**src/rtl/adc_frame_emulator.sv**
```systemverilog
// rtl/adc_frame_emulator.sv - 4-lane serial ADC frame transmitter (drdy/dclk/dout0..3)
// Serialises eight 24-bit channel words per frame, MSB first, launched on dclk falls.
module adc_frame_emulator #(
  parameter int HALF_DIV    = 4,
  parameter int FRAME_DCLKS = 64
) (
  input  logic               clk,
  input  logic               reset,
  input  logic               enable_i,
  input  logic signed [23:0] ch1_i,
  input  logic signed [23:0] ch2_i,
  input  logic signed [23:0] ch3_i,
  input  logic signed [23:0] ch4_i,
  input  logic signed [23:0] ch5_i,
  input  logic signed [23:0] ch6_i,
  input  logic signed [23:0] ch7_i,
  input  logic signed [23:0] ch8_i,
  output logic               dclk_o,
  output logic               drdy_o,
  output logic [3:0]         dout_o,
  output logic               load_o,
  output logic [31:0]        frame_count_o
);

  localparam int DW = $clog2(HALF_DIV);
  localparam int BW = $clog2(FRAME_DCLKS);
  localparam logic [DW-1:0] DIV_LAST  = DW'(HALF_DIV - 1);
  localparam logic [BW-1:0] BIT_DLAST = BW'(47);
  localparam logic [BW-1:0] BIT_GAP0  = BW'(48);
  localparam logic [BW-1:0] BIT_LAST  = BW'(FRAME_DCLKS - 1);

  typedef enum logic [1:0] {IDLE, SHIFT, GAP} state_e;

  state_e           state_q, state_d;
  logic [DW-1:0]    div_q, div_d;
  logic             dclk_q, dclk_d;
  logic [BW-1:0]    bit_q, bit_d;
  logic [3:0][47:0] lane_q, lane_d;
  logic [3:0]       dout_q, dout_d;
  logic             drdy_q, drdy_d;
  logic             load_q, load_d;
  logic [31:0]      fcnt_q, fcnt_d;
  logic             fall_ev;
  logic             start_frame;

  // Fall event: this edge registers dclk 1->0; all launches happen here.
  assign fall_ev = dclk_q && (div_q == DIV_LAST);

  always_comb begin
    div_d       = div_q + DW'(1);
    dclk_d      = dclk_q;
    state_d     = state_q;
    bit_d       = bit_q;
    lane_d      = lane_q;
    dout_d      = dout_q;
    drdy_d      = drdy_q;
    load_d      = 1'b0;
    fcnt_d      = fcnt_q;
    start_frame = 1'b0;

    if (div_q == DIV_LAST) begin
      div_d  = '0;
      dclk_d = ~dclk_q;
    end

    if (fall_ev) begin
      case (state_q)
        IDLE: begin
          dout_d = '0;
          drdy_d = 1'b0;
          if (enable_i) start_frame = 1'b1;
        end
        SHIFT: begin
          drdy_d = 1'b0;
          if (bit_q == BIT_DLAST) begin
            dout_d  = '0;
            bit_d   = BIT_GAP0;
            state_d = GAP;
          end else begin
            bit_d = bit_q + BW'(1);
            for (int k = 0; k < 4; k++) begin
              lane_d[k] = {lane_q[k][46:0], 1'b0};
              dout_d[k] = lane_q[k][46];
            end
          end
        end
        GAP: begin
          dout_d = '0;
          drdy_d = 1'b0;
          if (bit_q == BIT_LAST) begin
            bit_d = '0;
            if (enable_i) start_frame = 1'b1;
            else          state_d = IDLE;
          end else begin
            bit_d = bit_q + BW'(1);
          end
        end
        default: state_d = IDLE;
      endcase
    end

    // Back-to-back frames reuse the IDLE start path, keeping the period exact.
    if (start_frame) begin
      lane_d[0] = {ch1_i, ch2_i};
      lane_d[1] = {ch3_i, ch4_i};
      lane_d[2] = {ch5_i, ch6_i};
      lane_d[3] = {ch7_i, ch8_i};
      for (int k = 0; k < 4; k++) dout_d[k] = lane_d[k][47];
      drdy_d  = 1'b1;
      load_d  = 1'b1;
      fcnt_d  = fcnt_q + 32'd1;
      bit_d   = '0;
      state_d = SHIFT;
    end
  end

  always_ff @(posedge clk) begin
    if (reset) begin
      state_q <= IDLE;
      div_q   <= '0;
      dclk_q  <= 1'b0;
      bit_q   <= '0;
      lane_q  <= '0;
      dout_q  <= '0;
      drdy_q  <= 1'b0;
      load_q  <= 1'b0;
      fcnt_q  <= '0;
    end else begin
      state_q <= state_d;
      div_q   <= div_d;
      dclk_q  <= dclk_d;
      bit_q   <= bit_d;
      lane_q  <= lane_d;
      dout_q  <= dout_d;
      drdy_q  <= drdy_d;
      load_q  <= load_d;
      fcnt_q  <= fcnt_d;
    end
  end

  assign dclk_o        = dclk_q;
  assign drdy_o        = drdy_q;
  assign dout_o        = dout_q;
  assign load_o        = load_q;
  assign frame_count_o = fcnt_q;

endmodule
```
**config.mk**
```make
export PLATFORM = sky130hd
export DESIGN_NAME = adc_frame_emulator
export DESIGN_NICKNAME = d
export VERILOG_FILES = /design/src/rtl/adc_frame_emulator.sv
export SDC_FILE = /design/constraint.sdc
export NUM_CORES = 1
export LEC_CHECK = 0
export CAP_MARGIN = 25
export CORE_MARGIN = 2
export CORE_UTILIZATION = 40
export CTS_CLUSTER_SIZE = 10
export DETAILED_ROUTE_END_ITERATION = 16
export GPL_TIMING_DRIVEN = 0
export SKIP_CTS_REPAIR_TIMING = 1
export SLEW_MARGIN = 15
export SYNTH_ARGS = -nofsm -noshare
export SYNTH_HDL_FRONTEND = slang
export SYNTH_SLANG_ARGS = --single-unit
```
**constraint.sdc**
```tcl
create_clock -name clk -period 2.8 [get_ports clk]
set_input_delay 0.56 -clock clk [delete_from_list [all_inputs] [get_ports clk]]
set_output_delay 0.56 -clock clk [all_outputs]
set_load 0.005 [all_outputs]
```
==> flow_results.xml <==
<?xml version="1.0" encoding="UTF-8"?>
<metrics>
  <group name="status">
    <metric name="outcome" unit="">complete, no violations</metric>
  </group>
  <group name="timing">
    <metric name="grt_setup_unrepaired" unit="">no</metric>
    <metric name="slew_violations" unit="">0</metric>
    <metric name="setup-tns-final" unit="ns">0</metric>
    <metric name="finalWorstPathRequiredPeriod" unit="ns">2.495</metric>
    <metric name="clock-skew-final" unit="ns">0.01382</metric>
    <metric name="timing.final.setup_violations" unit="">0</metric>
    <metric name="worst_slew_margin_rel" unit="">0.4824</metric>
    <metric name="hold_violations" unit="">0</metric>
    <metric name="worstMarginPinSlew" unit="ns">0.7764</metric>
    <metric name="timing.final.ws_setup" unit="ns">0.3049</metric>
    <metric name="post-route-period-util" unit="">0.8911</metric>
    <metric name="maxClockFrequency" unit="GHz">0.4008</metric>
    <metric name="fin_hold_ws" unit="ns">0.4300</metric>
  </group>
  <group name="cells_and_area">
    <metric name="finalCoreUtilization" unit="">0.5377</metric>
    <metric name="finalNetCount" unit="">1826</metric>
    <metric name="instances_no_fill" unit="">2011</metric>
    <metric name="design_area" unit="um^2">15020</metric>
    <metric name="fill_cells" unit="">2683</metric>
    <metric name="area_growth" unit="%">31.41</metric>
    <metric name="layout-drive-gt1-share" unit="">0.1263</metric>
  </group>
  <group name="critical_path">
    <metric name="setup.worst_path.class" unit="">register to register</metric>
    <metric name="endpoint_kind" unit="">register</metric>
    <metric name="critPathMaxFanout" unit="">10</metric>
    <metric name="worstSetupStartpointType" unit="">register</metric>
    <metric name="cp_data_arrival_time" unit="ns">2.93</metric>
    <metric name="timing.critical_path.required" unit="ns">3.24</metric>
  </group>
  <group name="synthesis">
    <metric name="synth_most_common_cell" unit="">nand2_1</metric>
    <metric name="yosys.area.top_type" unit="">dfxtp_1</metric>
    <metric name="synthesis.nets" unit="">1564</metric>
    <metric name="yosys_register_bits" unit="">237</metric>
    <metric name="number_of_synthesized_flops_with_an_enable_pin" unit="">0</metric>
    <metric name="syn-mean-instance-area" unit="um^2">8.392</metric>
    <metric name="synth.top_cells.by_count" unit="">nand2_1, dfxtp_1, nor3_1, a311oi_1, a311oi_2</metric>
    <metric name="syn_inst" unit="">1362</metric>
    <metric name="post_synth_num_cell_types" unit="">44</metric>
    <metric name="async_reset_ff_frac" unit="">0</metric>
    <metric name="synth.top_cell.area_share" unit="">0.4151</metric>
    <metric name="yosysWarningCount" unit="">0</metric>
    <metric name="synthesis.area" unit="um^2">11430</metric>
    <metric name="synth_sequential_area_ratio" unit="">0.4151</metric>
    <metric name="dominantRegCellSynth" unit="">dfxtp_1</metric>
    <metric name="synth.area.top_cells" unit="">dfxtp_1, nand2_1, a311oi_2</metric>
  </group>
  <group name="power_and_ir_drop">
    <metric name="power_per_cell_area" unit="nW/um^2">474.3</metric>
    <metric name="vdd_drop_max" unit="V">0.0004068</metric>
    <metric name="finalPower" unit="mW">7.124</metric>
    <metric name="power.leakage" unit="nW">4.777</metric>
  </group>
  <group name="global_routing">
    <metric name="grtUsageTotal" unit="">0.2182</metric>
    <metric name="antenna_found_initial" unit="">2</metric>
    <metric name="vias_in_the_first_global_route" unit="">10580</metric>
    <metric name="grt_first_pass_wirelength" unit="mm">54.79</metric>
    <metric name="grt_max_degree" unit="">14</metric>
    <metric name="globalRoute.totalOverflow" unit="">0</metric>
  </group>
  <group name="die">
    <metric name="floorplan.die_area" unit="um^2">29940</metric>
    <metric name="die_h" unit="um">173.0</metric>
    <metric name="chipWidth" unit="um">173.0</metric>
    <metric name="floorplan.initialDensity" unit="">0.4092</metric>
    <metric name="std_cell_rows" unit="">61</metric>
    <metric name="fp.coreArea" unit="um^2">27930</metric>
    <metric name="ios" unit="">234</metric>
  </group>
  <group name="routing">
    <metric name="vias" unit="">10970</metric>
    <metric name="drt-wirelength-per-cell" unit="um">16.99</metric>
    <metric name="viasPerCell" unit="">5.453</metric>
    <metric name="ant_nets" unit="">0</metric>
    <metric name="detail_route.drc_violations" unit="">0</metric>
    <metric name="drt_first_iter_violations" unit="">802</metric>
    <metric name="routed_wl" unit="mm">34.18</metric>
    <metric name="drtPass1Iterations" unit="">5</metric>
  </group>
  <group name="clocking">
    <metric name="clock_path_buffers" unit="">3</metric>
    <metric name="clock_latency" unit="ns">0.53</metric>
    <metric name="root_buffer" unit="">clkbuf_16</metric>
    <metric name="clk_transition_reported_paths" unit="ns">0.06</metric>
    <metric name="numClockSinks" unit="">237</metric>
    <metric name="cts.htree.levels" unit="">1</metric>
    <metric name="cts_inserted_buffers" unit="">28</metric>
    <metric name="tritoncts" unit="">yes</metric>
  </group>
  <group name="placement">
    <metric name="post-place-cells" unit="">1972</metric>
    <metric name="detailedPlace.worstSlack" unit="ns">-0.2847</metric>
    <metric name="gpl.final_weighted_congestion" unit="">0.8631</metric>
    <metric name="placedInstanceArea" unit="um^2">14220</metric>
    <metric name="io_buffer_count" unit="">232</metric>
    <metric name="detailed_place_hpwl" unit="mm">24.41</metric>
  </group>
  <group name="min_path">
    <metric name="min-delay-path-class" unit="">register to register</metric>
  </group>
  <group name="flow_run">
    <metric name="drv.max_cap_violation_count" unit="">0</metric>
  </group>
</metrics>
[worst paths after layout]
path,start,endpoint,slack (ns),cells after the start
worst max-delay path,div_q[0],lane_q[41],0.30,7
worst min-delay path,div_q[0],div_q[0],0.43,1
worst max register to register,div_q[0],lane_q[41],0.30,7
worst min register to register,div_q[0],div_q[0],0.43,1
[layout by cell type, fill, tap and decap left out, types with 11 or more instances in the layout]
master	Yosys	routed
clkbuf_16	0	29
nor2_1	23	23
dfxtp_1	237	237
clkbuf_1	62	64
nor2b_1	14	14
or4_1	13	13
a311oi_1	117	117
clkdlybuf4s50_1	0	232
nor3_1	188	188
buf_2	67	67
a21oi_1	24	24
buf_4	12	12
o31ai_1	13	13
nand3_1	23	23
a311oi_2	70	70
mux2_1	11	11
nand2_1	386	386
[per-layer routing]
metal,global-route usage,share of wire,vias up
met2,0.3478,0.44,278
met4,0.05579,0.024,0
li1,-,-,5487
met3,0.03210,0.045,44
met1,0.3092,0.49,5156
met5,0,0,-
[critical path: stages, from the launching register on]
cell and delay [ns]:
dfxtp_1 0.31, ha_1 0.18, buf_2 0.17, nand3_1 0.47, clkbuf_2 0.45, clkbuf_1 0.42, nor3_1 0.13, a311oi_2 0.25
[power by group]
part / switching (mW) / total [mW] / internal (mW)
logic: 0.161 / 0.435 / 0.274
registers: 0.00882 / 3.40 / 3.39
clock network: 1.38 / 3.29 / 1.91
total: 1.55 / 7.12 / 5.58
[flip-flops by register name (all words and copies together) (netlist names)]
register / count
load_o: 1
dout_o: 4
bit_q: 6
frame_count_o: 32
drdy_o: 1
div_q: 2
state_q: 2
lane_q: 188
dclk_o: 1
[kinds of logic (layout without fill, tap and decap cells)]
group / count (synthesis) / in the layout / share of synthesized area
other: 0 / 2 / 0
AND/OR/NAND/NOR: 694 / 694 / 0.2763
multiplexers: 14 / 14 / 0.01379
buffers and inverters: 157 / 426 / 0.06546
XOR/XNOR: 4 / 4 / 0.003066
flip-flops: 237 / 237 / 0.4151
AO/OA/AOI/OAI: 249 / 249 / 0.2186
adder cells (fa/ha/maj): 7 / 7 / 0.007662
[cell type report]
type	instances	area [um^2]	area share
Multi-Input combinational cell	968	5937	0.3953
Antenna cell	2	5.005	0.0003332
Buffer	147	713.2	0.04748
Tap cell	378	473.0	0.03149
Clock inverter	1	5.005	0.0003332
Timing Repair Buffer	232	2322	0.1546
Sequential cell	237	4745	0.3159
Inverter	10	37.54	0.002499
Clock buffer	36	782.0	0.05207
Note: power is estimated with default switching activity, not from simulation.
